## config.mk

```make
export PLATFORM = sky130hd
export DESIGN_NAME = gray_codec_pipe
export DESIGN_NICKNAME = d
export VERILOG_FILES = /design/src/rtl/gray_codec_pkg.sv /design/src/rtl/gray_codec_core.sv /design/src/rtl/gray_codec_pipe.sv
export SDC_FILE = /design/constraint.sdc
export NUM_CORES = 1
export LEC_CHECK = 0
export ABC_AREA = 1
export ABC_CLOCK_PERIOD_IN_PS = 1040
export BUFFER_PORTS_ARGS = -buffer_cell sky130_fd_sc_hd__buf_2
export CORE_AREA = 2 2 39 41
export DETAILED_ROUTE_END_ITERATION = 6
export DIE_AREA = 0 0 41 43
export PLACE_DENSITY = 0.74
export REMOVE_ABC_BUFFERS = 1
export SLEW_MARGIN = 0
export SYNTH_ARGS = -nofsm -noshare
export SYNTH_HDL_FRONTEND = slang
export SYNTH_SLANG_ARGS = --single-unit
```

## constraint.sdc

```tcl
create_clock -name clk -period 1.04 [get_ports clk]
set_input_delay 0.208 -clock clk [delete_from_list [all_inputs] [get_ports clk]]
set_output_delay 0.208 -clock clk [all_outputs]
set_load 0.02 [all_outputs]
```

## src/rtl/gray_codec_pkg.sv

```systemverilog
`default_nettype none
// ============================================================================
// Module      : gray_codec_pkg
// Description : Shared definitions for the Gray-code conversion pipeline.
//               This package holds the following items:
//                 - the mode encodings;
//                 - the legal WIDTH range;
//                 - word-level reference functions.
//               The reference functions work on WIDTH_MAX-bit words. A
//               narrower code is zero-extended before it is passed in. Its
//               result is then the low WIDTH bits, because leading zeros
//               do not change either conversion.
// Revision    : 1.0 - initial release
// ============================================================================
package gray_codec_pkg;

    localparam logic MODE_B2G  = 1'b0;   // binary in, Gray out
    localparam logic MODE_G2B  = 1'b1;   // Gray in, binary out

    localparam int   WIDTH_MIN = 2;
    localparam int   WIDTH_MAX = 32;

    typedef logic [WIDTH_MAX-1:0] word_t;

    function automatic word_t bin2gray(input word_t b);
        return b ^ (b >> 1);
    endfunction

    // Each binary bit is the XOR of all Gray bits at or above it.
    function automatic word_t gray2bin(input word_t g);
        word_t b;
        b[WIDTH_MAX-1] = g[WIDTH_MAX-1];
        for (int i = WIDTH_MAX - 2; i >= 0; i--) begin
            b[i] = b[i+1] ^ g[i];
        end
        return b;
    endfunction

endpackage
`default_nettype wire

```

## src/rtl/gray_codec_core.sv

```systemverilog
`default_nettype none
// ============================================================================
// Module      : gray_codec_core
// Description : A purely combinational converter with a configurable width.
//               The i_mode input selects the conversion:
//                 - MODE_B2G : o_data = i_data ^ (i_data >> 1)
//                 - MODE_G2B : o_data[i] = XOR of i_data[WIDTH-1:i]
// Ports       : i_mode  - conversion select
//               i_data  - word to convert
//               o_data  - converted word
// Revision    : 1.0 - initial release
// ============================================================================
module gray_codec_core
    import gray_codec_pkg::*;
#(
    parameter int WIDTH = 4
) (
    input  logic             i_mode,
    input  logic [WIDTH-1:0] i_data,
    output logic [WIDTH-1:0] o_data
);

    logic [WIDTH-1:0] w_gray;
    logic [WIDTH-1:0] w_bin;

    for (genvar i = 0; i < WIDTH; i++) begin : g_bit
        if (i == WIDTH - 1) begin : g_msb
            assign w_gray[i] = i_data[i];
        end else begin : g_low
            assign w_gray[i] = i_data[i] ^ i_data[i+1];
        end
        // Each bit is an independent reduction. This avoids a rippling
        // chain through w_bin itself, so every bit is a flat XOR tree.
        assign w_bin[i] = ^i_data[WIDTH-1:i];
    end

    assign o_data = (i_mode == MODE_G2B) ? w_bin : w_gray;

endmodule
`default_nettype wire

```

## src/rtl/gray_codec_pipe.sv

```systemverilog
`default_nettype none
// ============================================================================
// Module      : gray_codec_pipe
// Description : A two-stage valid/ready pipeline that converts binary to
//               Gray code, or Gray code to binary. The word's mode selects
//               the direction.
//                 - S1 captures the input word and its mode.
//                 - S2 holds the converted result.
//               Conversion happens between S1 and S2.
//               Latency is 2 cycles. Throughput is one word per cycle.
// Ports       : clk, rst            - clock, synchronous active-high reset
//               in_valid/in_ready   - input handshake
//               in_mode, in_data    - word and its conversion mode
//               out_valid/out_ready - output handshake
//               out_mode, out_data  - converted word and the mode it used
//               out_par             - even parity of out_data
//                                     (only with GRAY_CODEC_PARITY_EN)
// Config      : GRAY_CODEC_PARITY_EN - adds the registered out_par output
// Revision    : 1.0 - initial release
// ============================================================================
module gray_codec_pipe
    import gray_codec_pkg::*;
#(
    parameter int WIDTH = 4
) (
    input  logic             clk,
    input  logic             rst,
    input  logic             in_valid,
    output logic             in_ready,
    input  logic             in_mode,
    input  logic [WIDTH-1:0] in_data,
    output logic             out_valid,
    input  logic             out_ready,
    output logic             out_mode,
`ifdef GRAY_CODEC_PARITY_EN
    output logic [WIDTH-1:0] out_data,
    output logic             out_par
`else
    output logic [WIDTH-1:0] out_data
`endif
);

    logic             r_s1_valid;
    logic             r_s1_mode;
    logic [WIDTH-1:0] r_s1_data;
    logic             r_s2_valid;
    logic             r_s2_mode;
    logic [WIDTH-1:0] r_s2_data;

    logic             w_s2_adv;
    logic             w_in_fire;
    logic [WIDTH-1:0] w_conv;

    // S2 may take a new value when it is empty, or when its current word
    // leaves this cycle.
    assign w_s2_adv  = !r_s2_valid || out_ready;
    // Input is gated by rst so nothing is accepted while the pipe clears.
    assign in_ready  = !rst && (!r_s1_valid || w_s2_adv);
    assign w_in_fire = in_valid && in_ready;

    gray_codec_core #(
        .WIDTH (WIDTH)
    ) u_core (
        .i_mode (r_s1_mode),
        .i_data (r_s1_data),
        .o_data (w_conv)
    );

    always_ff @(posedge clk) begin
        if (rst) begin
            r_s1_valid <= 1'b0;
            r_s1_mode  <= MODE_B2G;
            r_s1_data  <= '0;
            r_s2_valid <= 1'b0;
            r_s2_mode  <= MODE_B2G;
            r_s2_data  <= '0;
        end else begin
            if (w_in_fire) begin
                r_s1_valid <= 1'b1;
                r_s1_mode  <= in_mode;
                r_s1_data  <= in_data;
            end else if (w_s2_adv) begin
                r_s1_valid <= 1'b0;
            end

            if (w_s2_adv) begin
                r_s2_valid <= r_s1_valid;
                // Payload is held when S1 is empty, so the output bus does
                // not toggle on bubbles.
                if (r_s1_valid) begin
                    r_s2_mode <= r_s1_mode;
                    r_s2_data <= w_conv;
                end
            end
        end
    end

`ifdef GRAY_CODEC_PARITY_EN
    logic r_s2_par;

    always_ff @(posedge clk) begin
        if (rst) begin
            r_s2_par <= 1'b0;
        end else if (w_s2_adv && r_s1_valid) begin
            r_s2_par <= ^w_conv;
        end
    end

    assign out_par = r_s2_par;
`endif

    assign out_valid = r_s2_valid;
    assign out_mode  = r_s2_mode;
    assign out_data  = r_s2_data;

endmodule
`default_nettype wire

```

; Word level (Yosys, flattened, before mapping)
; Index checks and enable logic that the tools add are counted.
[word_totals]
wordCells = 24
out_inout_bits = 7
inputBits = 9
register_bits = 12
[classes]
mux = 3
reduce_logical = 12
n_bitwise = 3
[op_table]
columns = cell, n
row1 = 4-bit parity, 1
row2 = 1-bit logical NOT, 3
row3 = 3-bit two-way mux, 1
row4 = 3-bit parity, 1
row5 = 1-bit bitwise XOR, 3
row6 = 1-bit logical AND, 2
row7 = 1-bit logical OR, 2
row8 = 1-bit two-way mux, 2
row9 = 2-bit AND reduction, 1
row10 = 2-bit nonzero test, 1
row11 = 2-bit parity, 1

; Logic depth before layout (Yosys ltp)
[depth]
word_depth = 6
ltp_mapped = 8
ltp_nobuf = 8

; Hierarchy
; Synthesis repeated with hierarchy kept, for this count alone.
[hier_totals]
cells_unflattened = 102
hier_area_um2 = 650.6
[modules_own_cells]
columns = module, instances, area_each_um2, cells_each, seq_area_each_um2
row1 = gray_codec_pipe, 1, 533.0, 75, 240.2
row2 = gray_codec_core, 1, 117.6, 27, 0.0

; Worst setup path before layout
; Ideal clock, no wire load.
[synth_timing]
kind = reg2reg
startpoint = reg r_s2_valid (netlist: out_valid)
endpoint = reg r_s2_data[0] (netlist: out_data[0])
path_stages_with_launch = 8
slack_ps = 31
period_less_slack_ps = 1009
t_arrival_ps = 900
setup_time_ps = 109
path_cell_list = dfxtp_1 nand2_1 nand2_2 inv_2 nor2_1 nor2_1 nand2_1 inv_1
[synth_via]
elab_chain_len = 3
[synth_lines]
columns = element, line_no
row1 = start: declaration, gray_codec_pipe.sv:46  ; logic r_s2_valid;
row2 = start signal: assignment, gray_codec_pipe.sv:87  ; r_s2_valid <= r_s1_valid;
row3 = 1-bit logical NOT, gray_codec_pipe.sv:56  ; assign w_s2_adv = !r_s2_valid || out_ready;
row4 = 1-bit logical OR, gray_codec_pipe.sv:56
row5 = 2-bit AND reduction (no source line), --
row6 = end signal: assignment, gray_codec_pipe.sv:92  ; r_s2_data <= w_conv;
row7 = end: declaration, gray_codec_pipe.sv:48  ; logic [WIDTH-1:0] r_s2_data;
; No other way between the ends.
; A chain may end at the register's enable or synchronous reset.

; Final worst setup path
[layout_timing]
startpoint = reg r_s2_valid (netlist: out_valid)
endpoint = out in_ready
[layout_via]
elab_chain_len = 4
[layout_lines]
columns = element, line_no
row1 = 1-bit logical NOT, gray_codec_pipe.sv:56
row2 = 1-bit logical OR, gray_codec_pipe.sv:56
row3 = 1-bit logical OR, gray_codec_pipe.sv:58  ; assign in_ready = !rst && (!r_s1_valid || w_s2_adv);
row4 = 1-bit logical AND, gray_codec_pipe.sv:58
row5 = end: declaration, gray_codec_pipe.sv:29  ; output logic in_ready,
; No other way between the ends.

==> run summary <==
The run finished, with violations left. The final reports fail on negative setup slack. The simple-gate share of the synthesized area was 0.4182; the worst setup timing slack at the placement stage was 0.05522 ns. For the area of the multi-input gates, the log shows 269.0 um^2.

The floorplan step defined a die boundary enclosing 1763 um^2. The area growth from synthesis to layout is 37.15%, and the clock slew at the register clock pins of the worst setup and hold paths is 0.07 ns. Horizontal die dimension: 41 um. Power consumption: 0.9608 mW. The total global routing track utilization was 0.1552; the fraction of power consumed by combinational cells was 0.176. The origin of the worst setup path is out_valid. Cell internal power was estimated by the tool at 0.6932 mW.

The filler-free cell count of the finished design was 121. The mapped netlist covers 535.5 um^2. The tools report the first-iteration detailed-routing DRC count as 16. Post-synthesis average cell area: 6.779 um^2. Based on the critical path, the design can be clocked at up to 876.5 MHz. The setup violation total in the final timing report is 1, and the number of nets still failing antenna checks after routing is 0. The run gives 0.3870 as the effective utilization at floorplan.

The worst setup path is captured at an output pin. The tools report the data arrival time at the worst-slack endpoint as 0.93 ns. The number of port buffers came out at 15. Entering global routing, the biggest net connects 9 pins. The area fraction in compound gates after synthesis works out to 0.06542. The tool flagged a number of max-cap violations equal to 0.

The clock latency on the worst-skew pair came out at 0.27 ns. The tools report the clock tree root driver cell as clkbuf_4. For this run, the number of Yosys warnings is 0. The sequential share of power was 0.534.

The path type of the worst setup path is reg2out. The run gives 0.6665 as the weighted congestion reported at the end of routability-driven placement. TritonCTS built the clock tree. Dividing total power by cell area gives a power density of 1308 nW/um^2. Once detailed placement completed, the half-perimeter wirelength came to 792.7 um. The element type at the critical path start is a register. Using the TritonRoute via totals, the vias-per-cell ratio works out to 4.769. In this run the power spent charging and discharging nets is 0.2677 mW. The run gives 12 as the number of sinks on the clock net. The share of cells above drive strength 1 was 0.3619; the number of nets in the final layout was 116.

Class of the tightest hold or removal check: in2reg. The I/O pin total is 16, and the total congestion overflow after global routing is 0. The floorplan has 14 rows. The run gives 0.8775 as the worst-case headroom to the max-slew limit. The ratio of final minimum period to clock period came out at 1.097. Measured along the y axis, the die boundary spans 43 um. The clock arrives with 0.002958 ns of skew. The filler cells instantiated in the layout total 129. The detailed router placed 577 vias in this run. The tools report the setup slack after layout as -0.1008 ns.

Buffers inserted during clock tree synthesis total 3. Final-report max-slew violation count: 0. The worst hold path begins at in_data[1]. For the number of placed cells counting well taps, the log shows 112. The largest fanout on the critical path works out to 3. Summing all flip-flop and latch instances after layout gives 245.2 um^2.

After detailed routing, the average wire length per cell comes to 9.769 um. Most common cell after layout, fill and taps aside: nand2_1. The initial antenna violation count is 0. The via count of the first global-routing pass is 469, and the sequential area share after synthesis is 0.4486.

In the layout the commonest cells are 26 x nand2_1, 14 x nand3_1, 14 x buf_2, 8 x dfxtp_1, 8 x buf_4. Before antenna repair, the detailed router went through 4 iterations. In the routed design, unresolved DRC markers number 0.

After layout, the minimum clock period comes to 1.141 ns. For the pin with the worst max-slew slack, the measured transition is 0.1835 ns. In this run, synthesis produced a sequential element count of 12.

The area share of xor/xnor cells in the synthesized design came out at 0. IR analysis of the VDD net gives a maximum drop of 0.6632 mV. The worst slack on hold paths was 0.1645 ns.

The largest family of logic cells by synthesized area is simple AND/OR/NAND/NOR gates. Setup repair after global routing could not meet its margin everywhere. The tools report the required time at the endpoint of the critical path as 0.83 ns. In this run the deepest clock path goes through 2 buffers.

The tools report the number of diodes added for antenna fixing as 0. The proportion of synthesized area in mux cells was 0. Synthesis instantiated 12 different standard cells from the library. The tools report the final wirelength as 1182 um. The logs give 79 for the count of mapped cells out of synthesis and 1384 um^2 for the placeable core area. The synthesized-area fraction occupied by adder cells came out at 0.

In this run the static leakage power is 0.3863 nW. The first global-routing pass estimated 1856 um of wire. The net switching share of the total power came out at 0.2786. Clock network power share: 0.290.

The run gives 0 as the final count of hold timing violations. The critical register-to-register path startpoint was out_valid. The H-tree depth was 1.
-- cell usage after synthesis (all sizes together) --
| cell | number | area [um^2] |
|---|---|---|
| nand3 | 16 | 80.08 |
| dfxtp | 12 | 240.2 |
| a21oi | 4 | 20.02 |
| inv | 9 | 36.29 |
| nor2 | 6 | 22.52 |
| nand2 | 29 | 121.4 |
| o21ai | 3 | 15.01 |
-- power by group through the flow --
stage | clock network (mW) | logic (mW) | registers (mW)
3_3_place_gp | 0 | 0.147 | 0.519
5_1_grt | 0.308 | 0.188 | 0.517
4_1_cts | 0.286 | 0.161 | 0.510
6_report | 0.279 | 0.169 | 0.513
2_1_floorplan | 0 | 0.0855 | 0.530
3_5_place_dp | 0 | 0.151 | 0.520
-- per-layer routing --
layer  GRT usage  share of wire
met4     0.08000              0
met3     0.03141          0.052
met5           0              0
met2      0.2344           0.47
met1      0.1987           0.47
-- state kept, by name, indices dropped and copies added, names as in the netlist --
signal      count
out_data        4
out_mode        1
out_valid       1
r_s1_data       4
r_s1_mode       1
r_s1_valid      1
-- path summary, 6_finish.rpt --
path | end | slack, ns | cells past startpoint
worst max-delay path | in_ready | -0.10 | 4
worst min register to register | out_data[2] | 0.47 | 2
worst max register to register | r_s1_mode | 0.06 | 7
worst min-delay path | r_s1_data[1] | 0.16 | 3
-- logic make-up (layout without fill, tap and decap cells) --
kind of cell / after synthesis / count (layout)
simple gates: 51 / 51
flops: 12 / 12
buf+inv: 9 / 35
compound gates: 7 / 7
-- critical path: stages (launching register included) --
cell and delay (ns):
dfxtp_2 0.35, nand3_2 0.08, nand2_2 0.09, inv_4 0.03, buf_6 0.12
-- repair_timing --
item / in CTS / in global routing
hold buffers: 0 / 0
pin swaps: 2 / 3
buffers inserted: 3 / 3
cloned: 0 / 0
setup endpoints to repair: 1 / 5
endpoints found under the hold margin: 0 / 0
resized for setup: 5 / 3
-- through the flow --
stage            util  area, um^2  setup TNS (ns)
5_1_grt        0.5307       734.5         -0.1469
3_5_place_dp   0.4665       645.6               0
3_3_place_gp   0.4665       645.6               0
6_report       0.5307       734.5         -0.1008
4_1_cts        0.5090       704.4         -0.1035
2_1_floorplan       -       535.5               0
-- layout make-up --
cell class              count  area share
flip-flops and latches     12      0.3339
well taps                  16     0.02726
clock buffers               3     0.03066
inverters                   9     0.04940
repair buffers             23      0.1925
multi-input cells          58      0.3663
Power figures use the tool's default switching activity.
